**src/rtl/fetch_pc_queue.sv**
```systemverilog
// Fetch PC generator + Icache request tracker + fetch queue; responses reach out_* one cycle later, or in the same cycle with FETCH_BYPASS_EN.
// Requests stall when queue space plus outstanding would exceed QDEPTH; the head holds steady while out_ready is low.
module fetch_pc_queue #(
  parameter int                    ADDR_WIDTH = 32,
  parameter logic [ADDR_WIDTH-1:0] START_PC   = ADDR_WIDTH'(32'h8000_0000),
  parameter int                    QDEPTH     = 4,
  parameter int                    MAX_OUTST  = 2
) (
  input  logic                  clk,
  input  logic                  rst,
  input  logic                  ctrl_excp_flag,
  input  logic [ADDR_WIDTH-1:0] ctrl_excp_pc,
  input  logic                  ex_branch_flag,
  input  logic [ADDR_WIDTH-1:0] ex_branch_pc,
  input  logic                  bp_branch_flag,
  input  logic [ADDR_WIDTH-1:0] bp_branch_pc,
  output logic                  ic_req_valid,
  input  logic                  ic_req_ready,
  output logic [ADDR_WIDTH-1:0] ic_req_addr,
  input  logic                  ic_resp_valid,
  input  logic [31:0]           ic_resp_data,
  output logic                  out_valid,
  input  logic                  out_ready,
  output logic [ADDR_WIDTH-1:0] out_pc,
  output logic [31:0]           out_instr
);

  localparam int QW = $clog2(QDEPTH);
  localparam int CW = QW + 1;
  localparam int AW = (MAX_OUTST > 1) ? $clog2(MAX_OUTST) : 1;
  localparam int OW = $clog2(MAX_OUTST + 1);

  logic [ADDR_WIDTH-1:0] r_next_pc;
  logic [OW-1:0]         r_outst;
  logic [OW-1:0]         r_stale;

  logic [ADDR_WIDTH-1:0] r_q_pc    [QDEPTH];
  logic [31:0]           r_q_instr [QDEPTH];
  logic [QW-1:0]         r_q_wptr;
  logic [QW-1:0]         r_q_rptr;
  logic [CW-1:0]         r_q_cnt;

  logic [ADDR_WIDTH-1:0] r_af      [MAX_OUTST];
  logic [AW-1:0]         r_af_wptr;
  logic [AW-1:0]         r_af_rptr;

  logic                  w_redir;
  logic [ADDR_WIDTH-1:0] w_redir_pc;
  logic                  w_room;
  logic                  w_req_acc;
  logic                  w_keep;
  logic                  w_byp;
  logic                  w_q_empty;
  logic                  w_push;
  logic                  w_pop;

  function automatic logic [AW-1:0] af_inc(input logic [AW-1:0] p);
    return (32'(p) == MAX_OUTST - 1) ? '0 : p + AW'(1);
  endfunction

  assign w_redir = ctrl_excp_flag | ex_branch_flag | bp_branch_flag;

  always_comb begin
    w_redir_pc = bp_branch_pc;
    if (ex_branch_flag) w_redir_pc = ex_branch_pc;
    if (ctrl_excp_flag) w_redir_pc = ctrl_excp_pc;
  end

  // Every outstanding request holds a queue slot, so a response can always be pushed.
  assign w_room       = (32'(r_q_cnt) + 32'(r_outst) < QDEPTH) && (32'(r_outst) < MAX_OUTST);
  assign ic_req_valid = !rst && !w_redir && w_room;
  assign ic_req_addr  = r_next_pc;
  assign w_req_acc    = ic_req_valid && ic_req_ready;

  assign w_keep    = ic_resp_valid && !rst && !w_redir && (r_stale == '0);
  assign w_q_empty = (r_q_cnt == '0);

`ifdef FETCH_BYPASS_EN
  assign w_byp = w_keep && w_q_empty;
`else
  assign w_byp = 1'b0;
`endif

  assign out_valid = !rst && (!w_q_empty || w_byp);
  assign out_pc    = !w_q_empty ? r_q_pc[r_q_rptr]    : (w_byp ? r_af[r_af_rptr] : '0);
  assign out_instr = !w_q_empty ? r_q_instr[r_q_rptr] : (w_byp ? ic_resp_data   : '0);

  assign w_pop  = out_valid && out_ready && !w_q_empty;
  assign w_push = w_keep && !(w_byp && out_ready);

  always_ff @(posedge clk) begin
    if (rst) begin
      r_next_pc <= START_PC;
      r_outst   <= '0;
      r_stale   <= '0;
      r_q_wptr  <= '0;
      r_q_rptr  <= '0;
      r_q_cnt   <= '0;
      r_af_wptr <= '0;
      r_af_rptr <= '0;
    end else begin
      case ({w_req_acc, ic_resp_valid})
        2'b10:   r_outst <= r_outst + OW'(1);
        2'b01:   r_outst <= r_outst - OW'(1);
        default: r_outst <= r_outst;
      endcase
      if (w_req_acc)     r_af_wptr <= af_inc(r_af_wptr);
      if (ic_resp_valid) r_af_rptr <= af_inc(r_af_rptr);

      if (w_redir) begin
        r_next_pc <= w_redir_pc;
        // Whatever is still in flight after this cycle belongs to the old path.
        r_stale   <= r_outst - OW'(ic_resp_valid);
        r_q_wptr  <= '0;
        r_q_rptr  <= '0;
        r_q_cnt   <= '0;
      end else begin
        if (w_req_acc) r_next_pc <= r_next_pc + ADDR_WIDTH'(4);
        if (ic_resp_valid && (r_stale != '0)) r_stale <= r_stale - OW'(1);
        if (w_push) r_q_wptr <= r_q_wptr + QW'(1);
        if (w_pop)  r_q_rptr <= r_q_rptr + QW'(1);
        r_q_cnt <= r_q_cnt + CW'(w_push) - CW'(w_pop);
      end
    end
  end

  always_ff @(posedge clk) begin
    if (w_req_acc) r_af[r_af_wptr] <= r_next_pc;
    if (w_push) begin
      r_q_pc[r_q_wptr]    <= r_af[r_af_rptr];
      r_q_instr[r_q_wptr] <= ic_resp_data;
    end
  end

endmodule

```
**config.mk**
```make
export PLATFORM = sky130hd
export DESIGN_NAME = fetch_pc_queue
export DESIGN_NICKNAME = d
export VERILOG_FILES = /design/src/rtl/fetch_pc_queue.sv
export SDC_FILE = /design/constraint.sdc
export NUM_CORES = 1
export LEC_CHECK = 0
export ABC_AREA = 1
export BUFFER_PORTS_ARGS = -buffer_cell sky130_fd_sc_hd__clkbuf_2
export CELL_PAD_IN_SITES_DETAIL_PLACEMENT = 0
export CELL_PAD_IN_SITES_GLOBAL_PLACEMENT = 1
export CORE_MARGIN = 1
export CORE_UTILIZATION = 45
export DETAILED_ROUTE_END_ITERATION = 16
export GPL_TIMING_DRIVEN = 0
export PLACE_DENSITY = 0.9
export SYNTH_ARGS = -nofsm -noshare
export SYNTH_HDL_FRONTEND = slang
export SYNTH_SLANG_ARGS = --single-unit
```
**constraint.sdc**
```tcl
create_clock -name clk -period 5.95 [get_ports clk]
set_clock_uncertainty 0.1 [all_clocks]
set_input_delay 0.2975 -clock clk [delete_from_list [all_inputs] [get_ports clk]]
set_output_delay 0.2975 -clock clk [all_outputs]
set_load 0.01 [all_outputs]
```
==> results of run 1 <==
## area by class of cell
class                   count  area [µm²]
clock buffers              43        1000
multi-input cells         964        4680
flip-flops and latches    368       10600
clock inverters            21         133
fillers                  2896       15300
repair buffers            275        1680
inverters                  55         206
well taps                 455         569
plain buffers              82         359
## per-layer routing
metal	share of wire, %	routed length, µm	vias to the layer above
met5	0	0	-
met4	3.1	1250	0
met3	7.9	3170	81
met2	49	19400	494
met1	40	16100	5482
li1	-	-	5750
## power breakdown
part           internal (µW)  total (µW)  switching (µW)
logic                    134         309             175
clock network           1250        2180             931
registers               2840        2890            48.6
## cell families after synthesis
| logic type | synth area share (%) |
|---|---|
| AOI/OAI and AO/OA | 11.3 |
| xor gates and xnor gates | 0.389 |
| adders and majority gates | 1.00 |
| buffers and inverters | 3.59 |
| DFF | 67.0 |
| muxes | 2.29 |
| and+or+nand+nor | 14.4 |
## sequential cells by signal (all words and copies together) (netlist names), named ones only
signal / count
r_stale: 2
r_q_pc: 128
r_q_cnt: 3
r_outst: 2
r_af_rptr: 1
r_af_wptr: 1
r_q_rptr: 2
r_q_wptr: 2
r_af: 64
r_q_instr: 128
ic_req_addr: 32
## worst max path at each step
stage,startpoint,end,slack [ps],depth (start not counted)
floorplan,ex_branch_flag,r_q_instr[0][0],1700,6
global route,r_q_cnt[2],out_pc[18],2670,5
finish,r_q_cnt[2],out_pc[18],2860,5
global placement,ctrl_excp_flag,r_q_instr[1][5],-580,6
detailed placement,ctrl_excp_flag,r_q_instr[3][5],2850,8
CTS,r_q_cnt[2],out_pc[18],2810,5
## stage by stage
stage / hold slack [ps] / instances / power [µW]
global placement: 352 / 2155 / 3220
CTS: 26.1 / 2263 / 5400
detailed placement: 363 / 2163 / 3230
finish: 36.3 / 2263 / 5370
global route: 31.4 / 2263 / 5540
floorplan: 296 / 1469 / 3090
## cells in the final DEF, fill, tap and decap left out, types with 9 or more instances in the layout
cell type	n
clkbuf_16	39
nor2_1	342
o21ai_1	16
dfxtp_1	48
mux2_2	32
clkbuf_1	48
clkbuf_2	232
dlygate4sd3_1	36
o211ai_1	9
edfxtp_1	320
a21oi_1	128
ha_1	11
o21ai_0	181
nand3_1	41
buf_1	26
nand2_1	158
inv_1	52
## tightest hold or removal path, stage by stage
cell and delay (ps):
clkbuf_2 70, a211o_1 110, a21oi_1 60, nor2_1 80
## timing repair
| action | 4_1_cts | 5_1_grt |
|---|---|---|
| hold buffers | 36 | 0 |
| resized for setup | 0 | 0 |
| endpoints found under the hold margin | 132 | 0 |
==> metrics.yaml, run 1 <==
run_status: "completed"
synth_commonest_cells: "348 x nor2_1, 320 x edfxtp_1, 181 x o21ai_0"
gp_congestion: 0.878
final_util_pct: 55.6
wl_per_cell_um: 17.6
timing.rr.start: "r_stale[0]"
via_per_inst: 5.22
synth-edff-count: 320
grt_max_degree: 33
grt_use_met3_pct: 3.95
initial_core_util_pct: 45.6
grt_pass1_vias: 11500
hp-class: "in2reg"
route.detailed.drc: 0
place_area_um2: 17700
maxCapViolations: 0
routed_wl_um: 39900
min_period_over_period_pct: 51.9
synth-seq-cells: 368
clock.fmax_mhz: 324
overflow: 0
clock_latency_ps: 520
fp.dieW_um: 189
detail-route-antenna-nets: 0
synthFlopType: "edfxtp_1"
port_buffers: 231
nets: 1931
whs_path_depth: 4
crit_chain: "nor3_1 -> clkbuf_1 -> buf_1 -> a21oi_1 -> clkbuf_2"
synth_top_area_share_pct: 60.9
ios: 234
cts_sinks: 368
worst_pin_slew_ps: 912
rows: 68
critPathCaptureType: "output pin"
setup_viol: 0
reg2reg_to: "r_q_instr[3][8]"
worst_path_largest_cell_delay_ps: 590
yosysUniqueCellTypes: 40
avgSynthCellArea_um2: 10.7
vias: 11800
grt_antenna_before_repair: 0
finalWorstSetupSlack_ps: 2860
cts_setup_buffers: 0
grt_first_pass_wirelength_um: 61300
core_area_um2: 34500
root_buffer: "clkbuf_16"
yosysTopAreaCell: "edfxtp_1"
synth.area.top_cells: "edfxtp_1 61%, nor2_1 8.3%, dfxtp_1 6.1%"
worstPathRequired_ps: 5550
path_max_fanout: 10
async_flop_share_pct: 0
reg2reg_slack_ps: 3190
diodes: 0
synth_warnings: 0
yosysSeqAreaShare_pct: 67.0
slew_viol_final: 0
tns_ps: 0
track_usage_pct: 22.2
cts.clk_slew.worst_paths_ps: 60
rsz0062_at_grt: "no"
ir_drop_uv: 201
h-tree-depth: 2
hp-start: "ctrl_excp_pc[9]"
slowest_stage: "clkbuf_1"
met2_usage_pct: 38.5
holdPathEnd: "ic_req_addr[9]"
final_layout_size_suffix_gt1_share_pct: 19.4
design_area_um2: 19200
yosysMostFrequentCell: "nor2_1"
hold_viol: 0
met1_usage_pct: 27.8
crit_buf_inv: 3
drt_iter0_drc: 728
dieArea_um2: 35800
syn_area_um2: 15800
cts_tree: "done"
synthesis.nets: 1617
dp_slack_ps: 2850
start_kind: "register"
crit_type: "reg2out"
dp_hpwl_um: 27400
die_h_um: 189
crit_arrival_ps: 2690
top_usage_layer: "met2"
critPathTopFamily: "buffers and inverters"
cts_buffer_depth: 3
layout_min_cycle_time_ps: 3090
synthCells: 1469
worstRegToRegCells: 6
slew_headroom_pct: 39.0
firstDrtPassIters: 5
syn2layout_area_growth_pct: 21.8
p_leak_uw: 0.00716
cts_inserted_buffers: 37
powerDensity_nw_per_um2: 280
No activity file was read; power rests on OpenSTA's default activity.
==> run 2, diff against run 1 <==
ABC_AREA = 0   (was 1)
CORE_UTILIZATION = 48   (was 45)
clock period = 3.1 ns   (was 5.95 ns; I/O delays follow)
==> metrics.yaml, run 2 <==
run_status: "completed"  # unchanged
h-tree-depth: 2  # unchanged
yosysUniqueCellTypes: 62  # was 40
crit_chain: "clkbuf_1 -> clkbuf_1 -> mux4_2 -> nor2b_1 -> clkbuf_2"  # was nor3_1 -> clkbuf_1 -> buf_1 -> a21oi_1 -> clkbuf_2
route.detailed.drc: 0  # unchanged
port_buffers: 231  # unchanged
wl_per_cell_um: 20.3  # was 17.6 µm
final_cell_mix: "320 x edfxtp_1, 232 x clkbuf_2, 67 x nor2b_1"  # was 342 x nor2_1, 320 x edfxtp_1, 232 x clkbuf_2
async_flop_share_pct: 0  # unchanged
grt_first_pass_wirelength_um: 53500  # was 61300 µm
met1_usage_pct: 26.8  # was 27.8%
worst_path_largest_cell_delay_ps: 590  # about the same
cts_sinks: 368  # unchanged
grt_max_degree: 51  # was 33
setup_viol: 0  # unchanged
synth_warnings: 0  # unchanged
track_usage_pct: 21.6  # was 22.2%
diodes: 0  # unchanged
dieArea_um2: 32600  # was 35800 µm²
min_period_over_period_pct: 95.8
p_total_uw: 10600  # was 5370 µW
path_max_fanout: 10  # unchanged
drt_iter0_drc: 720  # was 728
layout_min_cycle_time_ps: 2970
synth-edff-count: 320  # unchanged
grt_antenna_before_repair: 0  # unchanged
met2_usage_pct: 37.8  # was 38.5%
fp.dieW_um: 181  # was 189 µm
grt_use_met3_pct: 3.88  # was 3.95%
initial_core_util_pct: 48.6  # was 45.6%
mostFrequentLayoutCell: "edfxtp_1"  # was nor2_1
syn2layout_area_growth_pct: 23.1  # was 21.8%
syn_area_um2: 15300  # was 15800 µm²
reg2reg_slack_ps: 160  # was 3190 ps
yosysMostFrequentCell: "edfxtp_1"  # was nor2_1
cts_inserted_buffers: 36  # was 37
crit_type: "reg2out"  # unchanged
clock.fmax_mhz: 337
via_per_inst: 5.50  # was 5.22
rsz0062_at_grt: "no"  # unchanged
ir_drop_uv: 355  # was 201 µV
synth-seq-cells: 368  # unchanged
fillers: 2370  # was 2896
die_h_um: 181  # was 189 µm
start_kind: "register"  # unchanged
yosysSeqAreaShare_pct: 69.0  # was 67.0%
hp-class: "in2reg"  # unchanged
synthFlopType: "edfxtp_1"  # unchanged
crit_top_cell: "clkbuf_1"
core_area_um2: 31500  # was 34500 µm²
crit_arrival_ps: 2710  # was 2690 ps
root_buffer: "clkbuf_16"  # unchanged
synth_commonest_cells: "320 x edfxtp_1, 67 x nor2b_1, 64 x mux4_2"  # was 348 x nor2_1, 320 x edfxtp_1, 181 x o21ai_0
reg_top3: "r_q_instr (128), r_q_pc (128), r_af (64)"  # unchanged
routed_wl_um: 34400  # was 39900 µm
ios: 234  # unchanged
synth_top_area_share_pct: 62.8  # was 60.9%
slowest_stage: "clkbuf_1"  # unchanged
cts_buffer_depth: 3  # unchanged
overflow: 0  # unchanged
synthesis.nets: 1090  # was 1617
grt_pass1_vias: 9590  # was 11500
nets: 1414  # was 1931
detail-route-antenna-nets: 0  # unchanged
slew_headroom_pct: 38.6  # was 39.0%
slew_viol_final: 0  # unchanged
dp_hpwl_um: 24000  # was 27400 µm
top_usage_layer: "met2"  # unchanged
place_area_um2: 17100  # was 17700 µm²
avgSynthCellArea_um2: 16.3  # was 10.7 µm²
vias: 9307  # was 11800
firstDrtPassIters: 5  # unchanged
final_layout_size_suffix_gt1_share_pct: 33.1  # was 19.4%
worstPathRequired_ps: 2840  # was 5550 ps
critPathCaptureType: "output pin"  # unchanged
maxCapViolations: 0  # unchanged
worst_pin_slew_ps: 919  # was 912 ps
gp_congestion: 0.902  # was 0.878
p_leak_uw: 0.00663  # was 0.00716 µW
synth.area.top_cells: "edfxtp_1 63%, mux4_2 9.4%, dfxtp_1 6.3%"  # was edfxtp_1 61%, nor2_1 8.3%, dfxtp_1 6.1%
cts_setup_buffers: 0  # unchanged
cts.clk_slew.worst_paths_ps: 60  # about the same
design_area_um2: 18800  # was 19200 µm²
synthCells: 942  # was 1469
cts_tree: "done"  # unchanged
rows: 65  # was 68
hold_viol: 0  # unchanged
clock_latency_ps: 500  # was 520 ps
yosysTopAreaCell: "edfxtp_1"  # unchanged
powerDensity_nw_per_um2: 565  # was 280 nW/µm²
run 2: changes by cell type after synthesis, moves of 14 or more:
cell / delta
o21ai_1: -16
a211oi_1: +16
nand2_1: -120
a21oi_1: -99
inv_1: -37
o21ai_0: -152
a22oi_1: +18
mux4_2: +64
buf_1: -22
nor2b_1: +67
nand4_1: +14
nand3_1: -25
nor2_1: -304
run 2: cells by family after synthesis:
family | after synthesis | synth area share, %
AND/OR/NAND/NOR | 243 | 9.01
buffers and inverters | 72 | 2.26
AO/OA/AOI/OAI | 133 | 5.82
adder cells (fa/ha/maj) | 12 | 1.03
flip-flops | 368 | 69.0
multiplexers | 101 | 12.1
XOR/XNOR | 13 | 0.744
run 2: report_power, final:
group / leakage [µW] / total, µW / switching (µW) / internal (µW)
logic: 0.00272 / 594 / 317 / 277
clock network: 0.000600 / 4540 / 1730 / 2810
registers: 0.00331 / 5510 / 76.0 / 5440
total: 0.00663 / 10600 / 2120 / 8530
run 2: cell type report:
class	count	area (µm²)	area share, %
Sequential cell	368	10600	56.1
Clock buffer	46	980	5.20
Buffer	56	287	1.52
Multi-Input combinational cell	502	4410	23.4
Tap cell	402	503	2.67
Timing Repair Buffer	287	1770	9.40
Clock inverter	17	260	1.38
Inverter	15	56.3	0.299
run 2: stage by stage:
stage	setup WS (ps)	util (%)	std cells	setup TNS (ps)	hold slack (ps)
6_report	130	59.9	1693	0	12.4
5_1_grt	14.3	59.9	1693	0	32.9
4_1_cts	71.2	59.9	1693	0	6.53
3_5_place_dp	-50.2	54.3	1579	-50.2	277
3_3_place_gp	-454	53.9	1575	-125900	268
2_1_floorplan	294	-	942	0	154
run 2: metal layers:
metal / wire (µm) / vias up
met4: 1060 / 0
met5: 0 / -
met1: 13900 / 4528
met2: 17400 / 357
li1: - / 4360
met3: 2120 / 62
run 2: path summary, 6_finish.rpt:
path	start	depth (start not counted)	to
min	ctrl_excp_pc[17]	5	ic_req_addr[17]
max	register	5	out_pc[16]
min reg2reg	ic_req_addr[0]	0	r_af[0][0]
max reg2reg	r_outst[1]	7	ic_req_addr[26]
run 2: critical path: cells and delay by family (launching register included):
| kind | cells | cell delay (ps) |
|---|---|---|
| multiplexers | 1 | 430 |
| AND/OR/NAND/NOR | 1 | 160 |
| buffers and inverters | 3 | 1310 |
| flip-flops | 1 | 310 |
run 2: what timing repair did:
item                                    CTS  global route
resized for setup                         0             2
endpoints found under the setup margin   41             5
hold endpoints to repair                150             0
hold buffers                             52             0
==> run 3, diff against run 2 <==
clock period = 3.4 ns   (was 3.1 ns; I/O delays follow)
==> metrics.yaml, run 3 (synthesis results as in run 2) <==
cts_sinks: 368  # unchanged
dieArea_um2: 32600  # unchanged
critPathTopFamily: "buffers and inverters"  # unchanged
maxCapViolations: 0  # unchanged
diodes: 0  # unchanged
clock_latency_ps: 520  # was 500 ps
crit_type: "reg2out"  # unchanged
via_per_inst: 5.57  # was 5.50
firstDrtPassIters: 5  # unchanged
ios: 234  # unchanged
crit_buf_inv: 3  # unchanged
setup_viol: 0  # unchanged
grt_first_pass_wirelength_um: 54300  # was 53500 µm
run_status: "completed"  # unchanged
grt_pass1_vias: 9528  # was 9590
fp.dieW_um: 181  # unchanged
slew_headroom_pct: 36.3  # was 38.6%
route.detailed.drc: 0  # unchanged
drt_iter0_drc: 584  # was 720
hold_viol: 0  # unchanged
cts_resized: 0  # unchanged
detail-route-antenna-nets: 0  # unchanged
h-tree-depth: 2  # unchanged
post-place-cells: 1579  # unchanged
cts_setup_buffers: 0  # unchanged
mostFrequentLayoutCell: "edfxtp_1"  # unchanged
rows: 65  # unchanged
grt_antenna_before_repair: 0  # unchanged
cts_tree: "done"  # unchanged
p_leak_uw: 0.00661  # was 0.00663 µW
track_usage_pct: 22.0  # was 21.6%
die_h_um: 181  # unchanged
core_area_um2: 31500  # unchanged
crit_chain: "clkbuf_1 -> buf_2 -> mux4_2 -> nor2b_1 -> clkbuf_2"  # was clkbuf_1 -> clkbuf_1 -> mux4_2 -> nor2b_1 -> clkbuf_2
start_kind: "register"  # unchanged
worst_path_largest_cell_delay_ps: 620  # was 590 ps
slew_viol_final: 0  # unchanged
slowest_stage: "mux4_2"  # was clkbuf_1
final_layout_size_suffix_gt1_share_pct: 33.0  # was 33.1%
wl_per_cell_um: 21.0  # was 20.3 µm
worstPathRequired_ps: 3130  # was 2840 ps
cts_inserted_buffers: 37  # was 36
root_buffer: "clkbuf_16"  # unchanged
cts.clk_slew.worst_paths_ps: 60  # about the same
routed_wl_um: 35600  # was 34400 µm
finalNonFillerCells: 1695  # was 1693
overflow: 0  # unchanged
path_max_fanout: 10  # unchanged
crit_arrival_ps: 2810  # was 2710 ps
clock.fmax_mhz: 325
powerDensity_nw_per_um2: 515  # was 565 nW/µm²
min_period_over_period_pct: 90.6
reg_top3: "r_q_instr (128), r_q_pc (128), r_af (64)"  # unchanged
final_cell_mix: "320 x edfxtp_1, 231 x clkbuf_2, 67 x nor2b_1"  # was 320 x edfxtp_1, 232 x clkbuf_2, 67 x nor2b_1
dp_slack_ps: 201  # was -50.2 ps
hp-class: "in2reg"  # unchanged
finalWorstSetupSlack_ps: 320  # was 130 ps
ir_drop_uv: 316  # was 355 µV
nets: 1415  # was 1414
port_buffers: 231  # unchanged
worst_pin_slew_ps: 954  # was 919 ps
rsz0062_at_grt: "no"  # unchanged
final_util_pct: 59.8  # was 59.9%
p_total_uw: 9680  # was 10600 µW
grt_max_degree: 37  # was 51
initial_core_util_pct: 48.6  # unchanged
cts_buffer_depth: 3  # unchanged
gp_congestion: 0.871  # was 0.902
layout_min_cycle_time_ps: 3080
timing.hold.ws_ps: 19.5  # was 12.4 ps
critPathCaptureType: "output pin"  # unchanged
syn2layout_area_growth_pct: 22.9  # was 23.1%
vias: 9433  # was 9307
dp_hpwl_um: 24700  # was 24000 µm
## run 3: cell types whose count changed in the layout (fill, tap and decap cells not counted), sizes merged
cell	previous run	this run
bufinv	7	4
clkinvlp	2	3
dlygate4sd3	52	51
inv	15	16
clkbuf	315	319
## run 3: timing repair
item	4_1_cts	5_1_grt
hold endpoints to repair	150	0
endpoints found under the setup margin	0	0
hold buffers	51	0
## run 3: layout make-up
type                            instances  area (µm²)
Buffer                                 57         289
Clock buffer                           49        1040
Clock inverter                         16         186
Fill cell                            2381       12700
Inverter                               15        56.3
Multi-Input combinational cell        502        4410
Sequential cell                       368       10600
Tap cell                              402         503
Timing Repair Buffer                  286        1750
## run 3: metal layers
metal / share of wire, % / global-route usage [%] / up-vias
met4: 2.8 / 7.35 / 0
met1: 40 / 27.3 / 4612
met2: 51 / 38.9 / 399
met3: 6.6 / 4.16 / 71
met5: 0 / 0 / -
li1: - / - / 4351
## run 3: worst paths after layout
path / to / start / slack (ps) / depth (start not counted)
hold / removal: ic_req_addr[17] / ctrl_excp_pc[17] / 20 / 5
setup / recovery: out_pc[22] / register / 320 / 5
setup reg to reg: r_af[0][26] / r_outst[1] / 440 / 6
hold reg to reg: r_q_wptr[1] / r_q_wptr[1] / 400 / 2
## run 3: worst reg2reg max path, stage by stage, from the launching register on
cell     delay [ps]
dfxtp_1         360
ha_1            220
or4b_4          550
nor2_4          200
buf_6           190
nand2_1         170
nor2_4          760
## run 3: report_power, final
| part | internal [µW] | switching (µW) |
|---|---|---|
| logic | 252 | 294 |
| registers | 4960 | 71.7 |
| clock network | 2470 | 1640 |
## run 3: metrics by stage
stage | TNS [ps] | instance area (µm²)
6_report | 0 | 18800
3_3_place_gp | -379700 | 17000
2_1_floorplan | 0 | 15300
3_5_place_dp | 0 | 17100
5_1_grt | 0 | 18800
4_1_cts | 0 | 18800
